**config.mk**
```make
export PLATFORM = sky130hd
export DESIGN_NAME = mem_responder
export DESIGN_NICKNAME = d
export VERILOG_FILES = /design/src/rtl/cpu_pkg.sv /design/src/rtl/mem_array.sv /design/src/rtl/mem_responder.sv
export SDC_FILE = /design/constraint.sdc
export NUM_CORES = 1
export LEC_CHECK = 0
export BUFFER_PORTS_ARGS = -buffer_cell sky130_fd_sc_hd__buf_2
export CORE_MARGIN = 8
export CORE_UTILIZATION = 56
export CTS_BUF_LIST = sky130_fd_sc_hd__clkbuf_2 sky130_fd_sc_hd__clkbuf_4 sky130_fd_sc_hd__clkbuf_8
export DETAILED_ROUTE_END_ITERATION = 10
export MAX_ROUTING_LAYER = met4
export PLACE_DENSITY_LB_ADDON = 0.25
export SLEW_MARGIN = 10
export SYNTH_ARGS = -nofsm -noshare
export SYNTH_HDL_FRONTEND = slang
export SYNTH_SLANG_ARGS = --single-unit
```
**constraint.sdc**
```tcl
create_clock -name clk -period 2.3 [get_ports clk]
set_clock_uncertainty 0.15 [all_clocks]
set_input_delay 0.46 -clock clk [delete_from_list [all_inputs] [get_ports clk]]
set_output_delay 0.46 -clock clk [all_outputs]
set_load 0.01 [all_outputs]
```
**src/rtl/cpu_pkg.sv**
```systemverilog
// Shared op encodings and responder FSM state type.
package cpu_pkg;

   localparam logic [1:0] OP_READ   = 2'b00;
   localparam logic [1:0] OP_WRITE  = 2'b01;
   localparam logic [1:0] OP_DOUBLE = 2'b10;
   localparam logic [1:0] OP_INVERT = 2'b11;

   typedef enum logic [1:0] {
      StIdle,
      StAccess,
      StModify,
      StResp
   } state_e;

endpackage

```
**src/rtl/mem_array.sv**
```systemverilog
// Word storage: one synchronous write port, one asynchronous read port.
// With MEM_PARITY_EN defined, an even-parity bit is kept per word and checked on read.
module mem_array #(
   parameter int unsigned ADDR_W = 4,
   parameter int unsigned DATA_W = 8
) (
   input  logic              clk,
   input  logic              we,
   input  logic [ADDR_W-1:0] waddr,
   input  logic [DATA_W-1:0] wdata,
   input  logic [ADDR_W-1:0] raddr,
   output logic [DATA_W-1:0] rdata
`ifdef MEM_PARITY_EN
   ,
   output logic              rpar_ok
`endif
);

   localparam int unsigned Depth = 2 ** ADDR_W;

   logic [DATA_W-1:0] mem_q [Depth];

   // Contents deliberately survive reset.
   always_ff @(posedge clk) begin
      if (we) begin
         mem_q[waddr] <= wdata;
      end
   end

   assign rdata = mem_q[raddr];

`ifdef MEM_PARITY_EN
   logic par_q [Depth];

   always_ff @(posedge clk) begin
      if (we) begin
         par_q[waddr] <= ^wdata;
      end
   end

   assign rpar_ok = ((^mem_q[raddr]) ^ par_q[raddr]) == 1'b0;
`endif

endmodule

```
**src/rtl/mem_responder.sv**
```systemverilog
// Request/ack memory responder: READ, WRITE, DOUBLE and INVERT on a small word array.
// Optional MEM_PARITY_EN adds per-word parity storage and the perr output.
module mem_responder
   import cpu_pkg::*;
#(
   parameter int unsigned ADDR_W = 4,
   parameter int unsigned DATA_W = 8
) (
   input  logic              clk,
   input  logic              rst_n,
   input  logic              req,
   input  logic [1:0]        op,
   input  logic [ADDR_W-1:0] addr,
   input  logic [DATA_W-1:0] wdata,
   input  logic              ld_en,
   input  logic [ADDR_W-1:0] ld_addr,
   input  logic [DATA_W-1:0] ld_data,
   output logic              ack,
   output logic [DATA_W-1:0] rdata,
   output logic              busy
`ifdef MEM_PARITY_EN
   ,
   output logic              perr
`endif
);

   state_e            state_q, state_d;
   logic [1:0]        op_q, op_d;
   logic [ADDR_W-1:0] addr_q, addr_d;
   logic [DATA_W-1:0] wdata_q, wdata_d;
   logic [DATA_W-1:0] data_q, data_d;
   logic              ack_q, ack_d;
   logic [DATA_W-1:0] rdata_q, rdata_d;
   logic              busy_q, busy_d;

   logic              mem_we;
   logic [ADDR_W-1:0] mem_waddr;
   logic [DATA_W-1:0] mem_wdata;
   logic [DATA_W-1:0] mem_rdata;
   logic [DATA_W-1:0] modified;

`ifdef MEM_PARITY_EN
   logic              mem_rpar_ok;
   logic              bad_par_q, bad_par_d;
   logic              perr_q, perr_d;
`endif

   assign modified = (op_q == OP_DOUBLE) ? {data_q[DATA_W-2:0], 1'b0} : ~data_q;

   always_comb begin
      state_d   = state_q;
      op_d      = op_q;
      addr_d    = addr_q;
      wdata_d   = wdata_q;
      data_d    = data_q;
      ack_d     = 1'b0;
      rdata_d   = '0;
      mem_we    = 1'b0;
      mem_waddr = addr_q;
      mem_wdata = data_q;
`ifdef MEM_PARITY_EN
      bad_par_d = bad_par_q;
      perr_d    = 1'b0;
`endif
      unique case (state_q)
         StIdle: begin
            // Preload has priority; a pending req waits in IDLE until ld_en drops.
            if (ld_en) begin
               mem_we    = 1'b1;
               mem_waddr = ld_addr;
               mem_wdata = ld_data;
            end else if (req) begin
               op_d    = op;
               addr_d  = addr;
               wdata_d = wdata;
               state_d = StAccess;
            end
         end
         StAccess: begin
            data_d = mem_rdata;
`ifdef MEM_PARITY_EN
            bad_par_d = ~mem_rpar_ok;
`endif
            if (op_q == OP_WRITE) begin
               mem_we    = 1'b1;
               mem_wdata = wdata_q;
               data_d    = wdata_q;
            end
            if (op_q == OP_READ || op_q == OP_WRITE) begin
               state_d = StResp;
               ack_d   = 1'b1;
               rdata_d = data_d;
`ifdef MEM_PARITY_EN
               perr_d  = ~mem_rpar_ok;
`endif
            end else begin
               state_d = StModify;
            end
         end
         StModify: begin
            mem_we    = 1'b1;
            mem_wdata = modified;
            data_d    = modified;
            state_d   = StResp;
            ack_d     = 1'b1;
            rdata_d   = modified;
`ifdef MEM_PARITY_EN
            perr_d    = bad_par_q;
`endif
         end
         StResp: begin
            state_d = StIdle;
         end
         default: begin
            state_d = StIdle;
         end
      endcase
      busy_d = (state_d != StIdle);
   end

   // Reset drops state to IDLE at once, so mem_we is low for any aborted write.
   always_ff @(posedge clk or negedge rst_n) begin
      if (!rst_n) begin
         state_q   <= StIdle;
         op_q      <= 2'b00;
         addr_q    <= '0;
         wdata_q   <= '0;
         data_q    <= '0;
         ack_q     <= 1'b0;
         rdata_q   <= '0;
         busy_q    <= 1'b0;
`ifdef MEM_PARITY_EN
         bad_par_q <= 1'b0;
         perr_q    <= 1'b0;
`endif
      end else begin
         state_q   <= state_d;
         op_q      <= op_d;
         addr_q    <= addr_d;
         wdata_q   <= wdata_d;
         data_q    <= data_d;
         ack_q     <= ack_d;
         rdata_q   <= rdata_d;
         busy_q    <= busy_d;
`ifdef MEM_PARITY_EN
         bad_par_q <= bad_par_d;
         perr_q    <= perr_d;
`endif
      end
   end

   assign ack   = ack_q;
   assign rdata = rdata_q;
   assign busy  = busy_q;
`ifdef MEM_PARITY_EN
   assign perr  = perr_q;
`endif

   mem_array #(
      .ADDR_W (ADDR_W),
      .DATA_W (DATA_W)
   ) u_mem (
      .clk     (clk),
      .we      (mem_we),
      .waddr   (mem_waddr),
      .wdata   (mem_wdata),
      .raddr   (addr_q),
      .rdata   (mem_rdata)
`ifdef MEM_PARITY_EN
      ,
      .rpar_ok (mem_rpar_ok)
`endif
   );

endmodule
```
==> results.txt <==
DRT iter0 DRCs: 470
status: complete, no violations
Final Hold Viols: 0
first drt pass iteration count: 6
Final #Nets: 551
area leader, netlist: edfxtp_1
crit-path cells: buf_12, mux4_2, a22oi_1, a21boi_0, a221o_1
Seq cells post-synth: 162
Die W: 128 µm
synthesized instance count: 435
Top delay family on crit path: compound AO/OA/AOI/OAI gates
Slew Limit Fails: 0
Synth cell types: 41
initial antenna violation count: 0
EDFF count, synth: 128
Initial Utilization: 56.7%
final setup fails: 0
CP Launch Type: flip-flop
Boundary Pins: 40
IO Port Bufs: 39
leakage: 3.04 nW
design area: 8280 µm²
Via Count: 4157
Final ANT Viol Nets: 0
critical path class: reg2reg
YS warnings: 0
Min-Delay Path Class: in2reg
clk buf depth: 2
setup tns final: 0 ps
RSZ-0062 raised after global routing: no
Slowest-stage cell, CP: mux4_2
Worst VDD drop: 0.000706 V
core box area: 12500 µm²
synthesized area: 7070 µm²
pin count of the biggest net entering global routing: 36
drt drc: 0
Setup crit end kind: flip-flop
PD cells: 1490 nW/µm²
DP HPWL: 10400 µm
area grow syn2layout: 17.0%
Clock transition at path regs: 90 ps
drt total wl: 15300 µm
Async SR Flop Fraction: 21.0%
routability cong.: 0.894
Worst path max stage delay: 570 ps
clock sink count: 162
syn_area_per_cell: 16.3 µm²
Die Y: 128 µm
maximum clock frequency: 435 MHz
worst path arrival time: 2490 ps
WL/cell: 21.8 µm
worst-skew pair later-pin latency: 460 ps
Crit path required time: 2490 ps
Total GRT Usage: 20.1%
Synth area leaders: edfxtp_1 54%, dfrtp_1 12%, mux4_2 7.3%
CTS root buffer: clkbuf_8
first-pass GRT wire length: 23500 µm
# rows: 41
H-tree Lvls: 4
vias in the first global route: 4107
syn_nets: 470
Synth Flop Type: edfxtp_1
TritonCTS clock tree: yes
clock period minus worst slack: 2300 ps
Synth top area share: 54.4%
sequential area share after synthesis: 66.4%
share of cells above drive strength 1: 33.5%
Placed Area: 7830 µm²
grt ovf: 0
# diodes: 0
worst-path fanout max: 21
worst path bufs/invs: 1
number of fill cells: 879
maxcap violations: 0
routed vias/inst: 5.93
Worst slew margin: 27.4%
period utilization: 99.9%
die area: 16500 µm²
TritonCTS Buffers: 17
Slew @ Worst Pin: 1090 ps
[cell usage after synthesis (3+ instances only)]
cell type  instances
a21boi_0           5
a21oi_1           11
a221o_1            7
a22oi_1           15
a22oi_2            3
a31oi_1            4
buf_2              4
clkbuf_1          14
dfrtp_1           34
edfxtp_1         128
ha_1               5
inv_1              8
mux2_2            24
mux2i_1           14
mux4_1             7
mux4_2            23
nand2_1           33
nand2b_1          11
nand3_1            5
nor2_1            23
nor2b_1            6
nor3b_1            3
o211a_1            7
o21ai_0            7
o31a_1             7
o32a_1             7
[worst register-to-register path: stages, from the launching register on]
cell      delay [ps]
dfrtp_2          400
buf_12           210
mux4_2           580
a22oi_1          390
a21boi_0         180
a221o_1          290
[cell type report]
| cell class | instances | area (µm²) | share of cell area, % |
|---|---|---|---|
| Inverter | 8 | 30.0 | 0.363 |
| Tap cell | 172 | 215 | 2.60 |
| Sequential cell | 162 | 4700 | 56.7 |
| Timing Repair Buffer | 84 | 668 | 8.07 |
| Multi-Input combinational cell | 243 | 2260 | 27.3 |
| Clock inverter | 15 | 170 | 2.06 |
| Clock buffer | 17 | 234 | 2.83 |
[logic make-up after synthesis]
logic type / synth area share (%)
flops: 66.4
simple gates: 6.00
mux: 15.7
compound gates: 8.90
buf+inv: 2.11
fa+ha+maj: 0.885
[layer usage]
layer  vias up  GRT usage (%)  wire, µm
li1       1897              -         -
met5         -              -         0
met4         0           10.1       503
met2       171           28.4      6800
met3        23           5.42      1100
met1      2066           26.5      6870
[through the flow]
step	instances	total power [mW]	utilization, %	worst slack, ps	hold slack [ps]
after floorplan	435	8.12	-	-84.9	14.4
after global placement	668	10.0	62.8	53.5	269
after detailed placement	668	10.2	62.8	47.5	269
after CTS	701	12.3	66.1	17.3	48.4
after global routing	701	13.0	66.4	8.89	57.2
final	701	12.3	66.4	2.72	76.2
[what timing repair did]
item | in CTS | in global routing
resized for setup | 0 | 13
setup endpoints to repair | 0 | 203
hold buffers | 1 | 0
setup buffers | 0 | 0
endpoints found under the hold margin | 16 | 0
[worst paths after layout]
kind	from	to	slack, ps	cells past startpoint
setup reg to reg	addr_q[0]$_DFFE_PN0P_	rdata[3]$_DFF_PN0_	3	5
hold reg to reg	wdata_q[0]$_DFFE_PN0P_	wdata_q[0]$_DFFE_PN0P_	390	1
max in group asynchronous	rst_n	rdata[3]$_DFF_PN0_	1140	3
min in group asynchronous	rst_n	ack$_DFF_PN0_	310	2
setup / recovery	addr_q[0]$_DFFE_PN0P_	rdata[3]$_DFF_PN0_	3	5
hold / removal	op[1]	op_q[1]$_DFFE_PN0P_	80	2
[power breakdown]
group          switching (mW)  internal, mW  total (mW)
registers               0.382          4.49        4.88
clock network            1.11         0.998        2.10
logic                    3.02          2.31        5.34
[state kept, by name, summed over array words and instances (netlist names)]
name         count
u_mem.mem_q    128
data_q           8
rdata            8
wdata_q          8
addr_q           4
op_q             2
state_q          2
ack              1
busy             1
[layout by cell type (no fill, tap or decap), types with 15 or more instances in the layout]
master	Yosys	routed
mux2_2	24	24
nor2_1	23	21
mux4_2	23	23
edfxtp_1	128	128
nand2_1	33	33
buf_4	0	32
dfrtp_1	34	33
clkbuf_8	0	17
a22oi_1	15	15
buf_2	4	39
Note: power is estimated with default switching activity, not from simulation.
